[src/rtl/pwm_duty_sequencer_if.sv]
// Ramp command handshake between a requester and pwm_duty_sequencer.
interface pwm_duty_sequencer_if #(
    parameter int DUTY_W = 4,
    parameter int STEP_W = 8
);
    logic              cmd_valid;
    logic              cmd_ready;
    logic [DUTY_W-1:0] cmd_target;
    logic [STEP_W-1:0] cmd_step;

    modport master (
        output cmd_valid,
        output cmd_target,
        output cmd_step,
        input  cmd_ready
    );

    modport slave (
        input  cmd_valid,
        input  cmd_target,
        input  cmd_step,
        output cmd_ready
    );
endinterface

[src/rtl/pwm_duty_sequencer.sv]
// Ramps the pwm_gen duty word toward a commanded target, one LSB per
// step, updating only on PWM period boundaries.
module pwm_duty_sequencer #(
    parameter int DUTY_W      = 4,
    parameter int PERIOD_CLKS = 15,
    parameter int STEP_W      = 8
) (
    input  logic              clk,
    input  logic              rst_n,
    pwm_duty_sequencer_if.slave cmd,
    input  logic              abort,
    output logic [DUTY_W-1:0] pwm_duty,
    output logic              period_start,
    output logic              busy,
    output logic              done
);

    localparam int CNT_W = (PERIOD_CLKS > 1) ? $clog2(PERIOD_CLKS) : 1;
    localparam logic [CNT_W-1:0] CNT_LAST = CNT_W'(PERIOD_CLKS - 1);

    typedef enum logic {
        IDLE,
        RAMP
    } state_t;

    state_t state_q, state_d;

    logic [CNT_W-1:0]  cnt_q, cnt_d;
    logic              ps_q;
    logic              done_q, done_d;
    logic [DUTY_W-1:0] duty_q, duty_d;
    logic [DUTY_W-1:0] tgt_q, tgt_d;
    logic [DUTY_W-1:0] duty_step;
    logic [STEP_W-1:0] step_q, step_d;
    logic [STEP_W-1:0] scnt_q, scnt_d;
    logic              boundary;
    logic              accept;
    logic              upd;
    logic              reached;
    logic              ready;

    // Free-running period counter, independent of the FSM.
    assign boundary = (cnt_q == CNT_LAST);
    assign cnt_d    = boundary ? '0 : cnt_q + CNT_W'(1);

    assign accept = cmd.cmd_valid && ready;
    assign upd    = (state_q == RAMP) && !abort && boundary;

    always_comb begin
        tgt_d     = tgt_q;
        step_d    = step_q;
        scnt_d    = scnt_q;
        duty_d    = duty_q;
        duty_step = (tgt_q > duty_q) ? duty_q + DUTY_W'(1)
                                     : duty_q - DUTY_W'(1);
        if (accept) begin
            tgt_d  = cmd.cmd_target;
            step_d = cmd.cmd_step;
            scnt_d = cmd.cmd_step;
        end else if (upd) begin
            if (step_q == '0) begin
                duty_d = tgt_q;
            end else if (scnt_q == STEP_W'(1)) begin
                duty_d = duty_step;
                scnt_d = step_q;
            end else begin
                scnt_d = scnt_q - STEP_W'(1);
            end
        end
    end

    assign reached = upd && (duty_d == tgt_q);

    always_ff @(posedge clk or negedge rst_n) begin
        if (!rst_n) begin
            state_q <= IDLE;
        end else begin
            state_q <= state_d;
        end
    end

    always_comb begin
        state_d = state_q;
        done_d  = 1'b0;
        unique case (state_q)
            IDLE: begin
                if (accept) begin
                    if (cmd.cmd_target == duty_q) begin
                        done_d = 1'b1;
                    end else begin
                        state_d = RAMP;
                    end
                end
            end
            RAMP: begin
                if (abort) begin
                    state_d = IDLE;
                end else if (reached) begin
                    state_d = IDLE;
                    done_d  = 1'b1;
                end
            end
            default: state_d = IDLE;
        endcase
    end

    always_comb begin
        ready = (state_q == IDLE);
        busy  = (state_q == RAMP);
    end

    always_ff @(posedge clk or negedge rst_n) begin
        if (!rst_n) begin
            cnt_q  <= '0;
            ps_q   <= 1'b0;
            done_q <= 1'b0;
            duty_q <= '0;
            tgt_q  <= '0;
            step_q <= '0;
            scnt_q <= '0;
        end else begin
            cnt_q  <= cnt_d;
            ps_q   <= boundary;
            done_q <= done_d;
            duty_q <= duty_d;
            tgt_q  <= tgt_d;
            step_q <= step_d;
            scnt_q <= scnt_d;
        end
    end

    assign cmd.cmd_ready = ready;
    assign pwm_duty      = duty_q;
    assign period_start  = ps_q;
    assign done          = done_q;

endmodule

[src/flat_wrapper.sv]
// flat-port wrapper written by rule: the top's interface ports become plain ports
module pwm_duty_sequencer_flat 
#(
    parameter int DUTY_W      = 4,
    parameter int PERIOD_CLKS = 15,
    parameter int STEP_W      = 8
)
  (clk, rst_n, abort, pwm_duty, period_start, busy, done, cmd_cmd_valid, cmd_cmd_target, cmd_cmd_step, cmd_cmd_ready);
  pwm_duty_sequencer_if #(.DUTY_W(DUTY_W), .STEP_W(STEP_W)) cmd_i ();
  input  logic clk;
  input  logic rst_n;
  input  logic abort;
  output logic [DUTY_W-1:0] pwm_duty;
  output logic period_start;
  output logic busy;
  output logic done;
  input wire logic [$bits(cmd_i.cmd_valid)-1:0] cmd_cmd_valid;
  input wire logic [$bits(cmd_i.cmd_target)-1:0] cmd_cmd_target;
  input wire logic [$bits(cmd_i.cmd_step)-1:0] cmd_cmd_step;
  output wire logic [$bits(cmd_i.cmd_ready)-1:0] cmd_cmd_ready;
  assign cmd_i.cmd_valid = cmd_cmd_valid;
  assign cmd_i.cmd_target = cmd_cmd_target;
  assign cmd_i.cmd_step = cmd_cmd_step;
  assign cmd_cmd_ready = cmd_i.cmd_ready;
  pwm_duty_sequencer #(.DUTY_W(DUTY_W), .PERIOD_CLKS(PERIOD_CLKS), .STEP_W(STEP_W)) u_core (.clk(clk), .rst_n(rst_n), .cmd(cmd_i), .abort(abort), .pwm_duty(pwm_duty), .period_start(period_start), .busy(busy), .done(done));
endmodule
[config.mk]
export PLATFORM = sky130hd
export DESIGN_NAME = pwm_duty_sequencer_flat
export DESIGN_NICKNAME = d
export VERILOG_FILES = /design/src/rtl/pwm_duty_sequencer_if.sv /design/src/rtl/pwm_duty_sequencer.sv /design/src/flat_wrapper.sv
export SDC_FILE = /design/constraint.sdc
export NUM_CORES = 1
export LEC_CHECK = 0
export CORE_ASPECT_RATIO = 1.25
export CORE_MARGIN = 5
export CORE_UTILIZATION = 49
export DETAILED_ROUTE_END_ITERATION = 12
export PLACE_DENSITY = 0.74
export SYNTH_ARGS = -nofsm -noshare
export SYNTH_HDL_FRONTEND = slang
export SYNTH_SLANG_ARGS = --single-unit
[constraint.sdc]
create_clock -name clk -period 3.1 [get_ports clk]
set_clock_uncertainty 0.15 [all_clocks]
set_input_delay 0.465 -clock clk [delete_from_list [all_inputs] [get_ports clk]]
set_output_delay 0.465 -clock clk [all_outputs]
set_load 0.05 [all_outputs]
; ---- Yosys cells after proc, flatten, opt, wreduce, memory -nomap -nowiden
; Index checks and enable logic that the tools add are counted.
[word_totals]
ff_bits = 31
input_bits = 16
output_inout_bits = 8
elab_cells = 47
[op_classes]
n_addsub = 4
magnitude_cmp = 1
n_eq_ne = 5
muxes = 20
bitwise = 1
reduce_logical = 8
[op_table]
columns = op, n
row1 = $mux W8, 4
row2 = $mux W4, 6
row3 = $add A4 B1 Y4 const B, 2
row4 = $eq A4 B4 Y1, 2
row5 = $eq A8 B1 Y1 const B, 1
row6 = $logic_not A8 Y1, 1
row7 = $mux W1, 8
row8 = $sub A8 B1 Y8 const B, 1
row9 = $eq A4 B4 Y1 const B, 1
row10 = $gt A4 B4 Y1, 1
row11 = $logic_and A1 B1 Y1, 4
row12 = $pmux W1 S2, 2
row13 = $sub A4 B1 Y4 const B, 1
row14 = $ne A2 B1 Y1 const B, 1
row15 = $reduce_and A2 Y1, 1
row16 = $reduce_bool A2 Y1, 1
row17 = $logic_not A1 Y1, 1
row18 = $not A1 Y1, 1

; ---- Depth between registers and ports, before layout
; Gate-level depths: netlist (run 1).
[depth]
ltp_word = 11
mapped_depth = 13
ltp_nobuf = 13

; ---- Worst setup path before layout (run 1)
; OpenSTA, ideal clock, no wires.
[synth_timing]
kind = reg-to-reg
from = register u_core.duty_q[1], in the netlist u_core.pwm_duty[1]
to = register u_core.state_q, in the netlist u_core.busy
setup_ns = 0.145
arrival_time_ns = 3.404
t_required_ns = 2.805
slack_ns = -0.599
stages_incl_launch_ff = 13
path_buffers = 0
synth_period_minus_slack_ns = 3.699
cell_sequence = dfrtp_1 inv_1 ha_1 and3b_1 a2111oi_1 or2_2 ha_1 a21o_1 a21oi_1 o211ai_1 a21o_1 a2111oi_2 o41ai_1
[synth_between]
elab_chain_len = 11
elab_cells_between_ends = 16
classes_between = add/sub: 2 / order compare: 1 / eq/ne: 2 / mux: 10 / reduce/logical: 1
[synth_rtl]
columns = element, line
row1 = from (decl), pwm_duty_sequencer.sv:31  ; logic [DUTY_W-1:0] duty_q, duty_d;
row2 = from (signal assigned), pwm_duty_sequencer.sv:125  ; duty_q <= duty_d;
row3 = "$sub A4 B1 Y4, or another cell as far along", pwm_duty_sequencer.sv:55  ; : duty_q - DUTY_W'(1);
row4 = $mux W4, pwm_duty_sequencer.sv:54  ; duty_step = (tgt_q > duty_q) ? duty_q + DUTY_W'(1)
row5 = $mux W4, pwm_duty_sequencer.sv:63  ; end else if (scnt_q == STEP_W'(1)) begin
row6 = $mux W4, pwm_duty_sequencer.sv:61  ; if (step_q == '0) begin
row7 = $mux W4, pwm_duty_sequencer.sv:60  ; end else if (upd) begin
row8 = $mux W4, pwm_duty_sequencer.sv:56  ; if (accept) begin
row9 = $eq A4 B4 Y1, pwm_duty_sequencer.sv:72  ; assign reached = upd && (duty_d == tgt_q);
row10 = $logic_and A1 B1 Y1, pwm_duty_sequencer.sv:72
row11 = $mux W1, pwm_duty_sequencer.sv:98  ; end else if (reached) begin
row12 = $mux W1, pwm_duty_sequencer.sv:96  ; if (abort) begin
row13 = $pmux W1 S2 *, pwm_duty_sequencer.sv:85  ; unique case (state_q)
row14 = named net u_core.state_d, pwm_duty_sequencer.sv:26  ; state_t state_q, state_d;
row15 = to (signal assigned), pwm_duty_sequencer.sv:78  ; state_q <= state_d;
row16 = to (decl), pwm_duty_sequencer.sv:26
; The timed path passes the listed nets; every way through them passes the cells marked *.
; A chain may end at the register's enable or synchronous reset.

; ---- Worst setup path after layout (run 1)
[layout_timing]
from = register u_core.duty_q[1], in the netlist u_core.pwm_duty[1]
to = register u_core.done_q, in the netlist u_core.done
[layout_between]
elab_chain_len = 11
elab_cells_between_ends = 16
classes_between = add/sub: 2 / order compare: 1 / eq/ne: 2 / mux: 10 / reduce/logical: 1
[layout_rtl]
columns = element, line
row1 = "$sub A4 B1 Y4, or another cell as far along", pwm_duty_sequencer.sv:55
row2 = $mux W4, pwm_duty_sequencer.sv:54
row3 = $mux W4, pwm_duty_sequencer.sv:63
row4 = $mux W4, pwm_duty_sequencer.sv:61
row5 = $mux W4, pwm_duty_sequencer.sv:60
row6 = $mux W4, pwm_duty_sequencer.sv:56
row7 = $eq A4 B4 Y1, pwm_duty_sequencer.sv:72
row8 = $logic_and A1 B1 Y1, pwm_duty_sequencer.sv:72
row9 = $mux W1, pwm_duty_sequencer.sv:98
row10 = $mux W1, pwm_duty_sequencer.sv:96
row11 = $pmux W1 S2 *, pwm_duty_sequencer.sv:85
row12 = named net u_core.done_d, pwm_duty_sequencer.sv:30  ; logic done_q, done_d;
row13 = to (signal assigned), pwm_duty_sequencer.sv:124  ; done_q <= done_d;
row14 = to (decl), pwm_duty_sequencer.sv:30
; Marks and branches as above.

==> impl_metrics.yaml, run 1 <==
routing:
  avgViaCountPerCell: 5.68
  drt_wl_total_um: 4600
  ant_nets: 0
  drtIter0Drc: 81
  route.detailed.drc: 0
  post_drt_wl_per_cell_um: 15.5
  drt_pass1_iterations: 4
  num_vias: 1680
floorplan:
  initial_core_util_pct: 49.9
  core_area_sq_um: 3720
  rows: 25
  num_io_pins: 24
  fp.dieArea_sq_um: 5130
  die_w_um: 65.1
  fp.dieH_um: 78.8
outcome:
  violations: "setup timing"
  status: "complete, but fails checks"
cts:
  numCtsBuffers: 5
  cts_sinks: 31
  clockRootBuffer: "clkbuf_8"
  htreeDepth: 2
  cts_tree: "built"
  clockBufferDepth: 2
  clkLatencyLatePin_ps: 280
  clkTransAtPathRegs_ps: 70
final_layout:
  fin_util_pct: 65.1
  mostFrequentLayoutCells: "nand2_1, dfrtp_1, clkdlybuf4s50_1, nor2_1, buf_4"
  layoutNonFillerInstCount: 296
  diodes: 0
  finalInstanceArea_sq_um: 2420
  drive_gt1_share_pct: 18.8
  syn_to_final_growth_pct: 30.4
  layout.nets: 280
  final_common_cell: "nand2_1"
power:
  ir_drop_mv: 0.315
  p_per_area_nw_per_um2: 578
  p_total_w: 0.00140
  leakage_nw: 1.04
placed_design:
  place_congestion: 0.833
  placed_area_sq_um: 2270
  placed_cells: 286
  io_buffers: 23
  dp_hpwl_um: 3420
worst_setup_path:
  crit_type: "reg2reg"
  slowest_stage: "fa_2"
  critPathCaptureType: "flop"
  path_cells: "inv_4, ha_4, and3b_2, a2111oi_4, or2_4, inv_2, fa_2, xnor2_2, nor3_2, a31oi_2, a2111oi_4, or3_1"
  required_ps: 3110
  path_common_cell: "a2111oi_4"
  critPathArrivalTime_ps: 3200
  r2r_slack_ps: -90
  cp-start-kind: "flop"
  critPathMaxStageDelay_ps: 560
  cp_max_fo: 3
sta:
  hold_viol: 0
  rsz0062_at_grt: "yes"
  fmax_mhz: 313
  layout_min_cycle_time_ps: 3190
  setup_slack_ps: -92.3
  fin_crit_sh_pct: 103
  setup_violations: 2
  final_max_slew_viol_count: 0
  tightest_slew_ps: 725
  slew_headroom_pct: 51.6
grt:
  grt_max_degree: 22
  gr-total-overflow: 0
  antenna_found_initial: 0
  grt_pass1_vias: 1635
  grt_pass1_wl_um: 7350
  gr-usage-all-layers_pct: 18.4
synth:
  synth.top_cells.by_area: "dfrtp_1, nand2_1, ha_1"
  synth_area_sq_um: 1860
  synth_top_area_cell: "dfrtp_1"
  syn_avg_cell_area_sq_um: 8.64
  synth-edff-count: 0
  synthArstFlopShare_pct: 100
  ys_warn_count: 0
  synth_top_cell_area_share_pct: 41.8
  synth_seq_area_share_pct: 41.8
  ys_ff_latch: 31
  syn_inst: 215
  synth_fp_nets: 240
  synth_top_flop_cell: "dfrtp_1"
  synth_cell_types: 45
worst_hold_path:
  hp-class: "reg2reg"
flow_run:
  drv_cap: 0
[layer usage]
layer / global-route usage [%] / share of wire [%] / vias to the layer above
met5: 0 / 0 / -
met2: 31.5 / 49 / 41
met4: 7.47 / 1.8 / 0
li1: - / - / 838
met1: 22.1 / 45 / 794
met3: 4.24 / 4.0 / 7
[worst max-delay path, delay by kind of cell, from the launching register on]
family                   cells  cell delay [ps]
XOR/XNOR                     1              130
adder cells (fa/ha/maj)      2              750
flip-flops                   1              430
buffers and inverters        2              110
AO/OA/AOI/OAI                3              610
AND/OR/NAND/NOR              4              880
[stage by stage]
| step | worst slack (ps) | hold slack [ps] | TNS [ps] |
|---|---|---|---|
| detailed placement | -0.904 | 347 | -0.904 |
| finish | -92.3 | 370 | -104 |
| floorplan | -82.8 | 19.4 | -149 |
| global route | -187 | 379 | -299 |
| global placement | 79.5 | 344 | 0 |
| CTS | -8.02 | 363 | -8.02 |
[state kept, by name, indices dropped and copies added (netlist names)]
name,cells
u_core.busy,1
u_core.cnt_q,4
u_core.done,1
u_core.period_start,1
u_core.pwm_duty,4
u_core.scnt_q,8
u_core.step_q,8
u_core.tgt_q,4
[what timing repair did]
item | CTS | global route
endpoints found under the setup margin | 2 | 2
resized for setup | 1 | 12
buffers inserted | 0 | 2
hold buffers | 0 | 0
pin swaps | 1 | 17
gates cloned | 0 | 0
[final timing paths]
kind	startpoint	endpoint	cells past startpoint
min in group asynchronous	rst_n	u_core.step_q[0]	1
max in group asynchronous	rst_n	u_core.done	2
worst max register to register	u_core.pwm_duty[1]	u_core.done	12
worst min-delay path	u_core.step_q[6]	u_core.step_q[6]	2
worst max-delay path	u_core.pwm_duty[1]	u_core.done	12
worst min register to register	u_core.step_q[6]	u_core.step_q[6]	2
[Yosys cell counts, types with 3 or more instances]
master,number
nand2_1,50
dfrtp_1,31
a21oi_1,15
nor2_1,15
o21ai_0,11
xnor2_1,11
inv_1,10
ha_1,8
clkbuf_1,5
nor3_1,5
o21ai_1,5
a211oi_1,3
a31oi_1,3
nand3_1,3
o22ai_1,3
[report_power, final]
part | internal [W] | switching (W) | total, W | leakage [nW]
logic | 0.000259 | 0.000281 | 0.000540 | 0.616
registers | 0.000471 | 0.0000852 | 0.000556 | 0.378
clock network | 0.000157 | 0.000148 | 0.000305 | 0.0422
[cells by family (layout without fill, tap and decap cells)]
| family | Yosys count | count (layout) | synth area share, % |
|---|---|---|---|
| xor+xnor | 12 | 12 | 5.66 |
| compound gates | 52 | 52 | 17.3 |
| mux | 1 | 1 | 0.539 |
| fa+ha+maj | 9 | 9 | 6.46 |
| buf+inv | 15 | 56 | 3.03 |
| simple gates | 95 | 95 | 25.3 |
| flops | 31 | 31 | 41.8 |
[area by class of cell]
type | count | area [sq um]
Clock buffer | 7 | 76.3
Multi-Input combinational cell | 169 | 1130
Tap cell | 40 | 50.0
Sequential cell | 31 | 781
Timing Repair Buffer | 38 | 343
Clock inverter | 1 | 5.00
Fill cell | 304 | 1300
Inverter | 10 | 40.0
Power figures use the tool's default switching activity.
==> inputs of run 2 (changes only) <==
- ABC_AREA: unset -> 1
- CORE_UTILIZATION: 49 -> 38
- PLACE_DENSITY: 0.74 -> 0.59
==> run 2 against run 1 <==
  * Final area shrank 1.3%
  * Global-route usage shrank 3.6 points
  * Largest power group unchanged
  * Largest cell class unchanged
  * Routed wire length down 3.0%
  * The flow now finishes without violations
  * First-iteration DRC count down 21%
  * Critical path type unchanged
  * Count of clock-buffer cells in the layout down 1
  * Hold slack got worse by 19 ps
  * Combinational power down 5.9%
  * Area after synthesis grew 6.7%
==> impl_metrics.yaml, run 2 <==
grt:
  grt_pass1_vias: 1689
  grt_pass1_wl_um: 7650
  antenna_found_initial: 0
  grt_max_degree: 32
  gr-total-overflow: 0
  gr-usage-all-layers_pct: 14.8
worst_setup_path:
  required_ps: 3130
  cp-start-kind: "flop"
  crit_type: "reg2reg"
  r2r_slack_ps: 400
  path_common_cell: "nand2_1"
  critPathArrivalTime_ps: 2730
  crit_family: "simple AND/OR/NAND/NOR gates"
  r2r-start: "u_core.pwm_duty[2]"
  critPathCaptureType: "flop"
  path_buf_inv: 3
  slowest_stage: "dfrtp_1"
  critPathMaxStageDelay_ps: 480
  path_cells: "inv_1, ha_1, nand2_1, inv_1, nand2_1, nand2_1, nand2_1, inv_1, fa_1, xnor2_1, nand2_1, nand3_2, o21a_1, nand3_2, nor2_2, nand3_2, nand2_1, nand2_1"
  cp_max_fo: 6
  path_depth: 18
  r2r-end: "u_core.busy"
  worstRegToRegCells: 18
floorplan:
  rows: 29
  die_w_um: 74.6
  fp.dieH_um: 90.7
  num_io_pins: 24
  fp.dieArea_sq_um: 6770
  core_area_sq_um: 5080
  initial_core_util_pct: 39.0
sta:
  slew_headroom_pct: 64.6
  final_max_slew_viol_count: 0
  tightest_slew_ps: 529
  fin_crit_sh_pct: 87.2
  layout_min_cycle_time_ps: 2700
  fmax_mhz: 370
  fin_setup_tns_ps: 0
  hold_viol: 0
  rsz0062_at_grt: "no"
  setup_violations: 0
final_layout:
  final_common_cell: "nand2_1"
  seqCellArea_sq_um: 776
  layout.nets: 302
  diodes: 0
  fill_cells: 515
  drive_gt1_share_pct: 16.9
  syn_to_final_growth_pct: 20.6
  top_regs: "u_core.scnt_q: 8 flops, u_core.step_q: 8 flops"
  mostFrequentLayoutCells: "nand2_1, inv_1, dfrtp_1, clkdlybuf4s50_1, o21ai_0"
  multi_input_area_sq_um: 1020
  layoutNonFillerInstCount: 340
routing:
  drtIter0Drc: 64
  num_vias: 1644
  avgViaCountPerCell: 4.84
  drt_wl_total_um: 4460
  drt_pass1_iterations: 4
  ant_nets: 0
  route.detailed.drc: 0
  post_drt_wl_per_cell_um: 13.1
cts:
  clockBufferDepth: 2
  clockRootBuffer: "clkbuf_8"
  htreeDepth: 2
  ctsResizeCount: 0
  numCtsBuffers: 5
  cts_sinks: 31
  cts_tree: "built"
  clkLatencyLatePin_ps: 290
  postCtsSetupRepairBufs: 0
  clkTransAtPathRegs_ps: 70
  cts_hold_buf: 0
power:
  leakage_nw: 1.17
  p_total_w: 0.00150
  p_per_area_nw_per_um2: 629
  ir_drop_mv: 0.253
placed_design:
  place_congestion: 0.878
  placed_cells: 332
  dp_hpwl_um: 3420
  io_buffers: 23
synth:
  synthArstFlopShare_pct: 100
  syn_avg_cell_area_sq_um: 7.96
  synth_area_sq_um: 1980
  syn_inst: 249
  yosysMostFrequentCell: "nand2_1"
  ys_ff_latch: 31
  synth_fp_nets: 274
  synth_cell_types: 33
  synth_top_area_cell: "dfrtp_1"
  synth_top_cell_area_share_pct: 39.1
  synth_seq_area_share_pct: 39.1
  synth.top_cells.by_area: "dfrtp_1, nand2_1, inv_1"
  yosys-top-cells-count: "nand2_1, inv_1, dfrtp_1, o21ai_0, nor2_1"
  synth-edff-count: 0
  synth_top_flop_cell: "dfrtp_1"
  ys_warn_count: 0
outcome:
  status: "finished, final reports clean"
worst_hold_path:
  holdPathEnd: "u_core.period_start"
  holdPathStages: 1
  min_from: "u_core.cnt_q[0]"
  hp-class: "reg2reg"
flow_run:
  drv_cap: 0
[run 2: cell count changes after synthesis, sizes merged, moves of 6 or more]
cell,before,now
inv,10,36
nand2,51,76
nand3,3,19
xnor2,11,5
[run 2: metal layers]
layer | wire length [um] | GRT usage [%] | vias to the layer above
met5 | 0 | 0 | -
met4 | 85 | 5.79 | 0
met3 | 114 | 2.34 | 5
met2 | 2430 | 26.7 | 28
met1 | 1830 | 16.8 | 755
li1 | - | - | 856
[run 2: cell families after synthesis]
family,Yosys count,share of synthesized area [%]
AO/OA/AOI/OAI,40,11.8
XOR/XNOR,6,2.65
adder cells (fa/ha/maj),9,6.06
buffers and inverters,43,9.60
flip-flops,31,39.1
AND/OR/NAND/NOR,120,30.7
[run 2: stage by stage]
step / setup WS [ps] / util [%] / hold WS [ps] / instance area (sq um)
finish: 397 / 47.1 / 351 / 2390
global route: 34.2 / 47.1 / 376 / 2390
CTS: 377 / 47.1 / 354 / 2390
detailed placement: 393 / 44.8 / 344 / 2270
global placement: 439 / 44.8 / 342 / 2270
floorplan: 182 / - / 19.4 / 1980
[run 2: worst max path at each step]
stage / end / slack [ps] / startpoint
floorplan: u_core.busy / 180 / u_core.pwm_duty[1]
global placement: u_core.busy / 440 / u_core.pwm_duty[3]
detailed placement: u_core.busy / 390 / u_core.pwm_duty[2]
CTS: u_core.busy / 380 / u_core.pwm_duty[2]
global route: u_core.busy / 30 / u_core.pwm_duty[2]
finish: u_core.busy / 400 / u_core.pwm_duty[2]
[run 2: final cells by class]
cell class	instances	share of cell area, %
Clock buffer	6	3.45
Sequential cell	31	32.4
Timing Repair Buffer	27	10.9
Multi-Input combinational cell	175	42.5
Clock inverter	2	1.47
Tap cell	62	3.24
Inverter	37	6.02
[run 2: report_power, final]
group / leakage, nW / internal [W] / switching (W)
Clock: 0.0612 / 0.000260 / 0.000162
Combinational: 0.729 / 0.000205 / 0.000304
Sequential: 0.379 / 0.000491 / 0.0000816
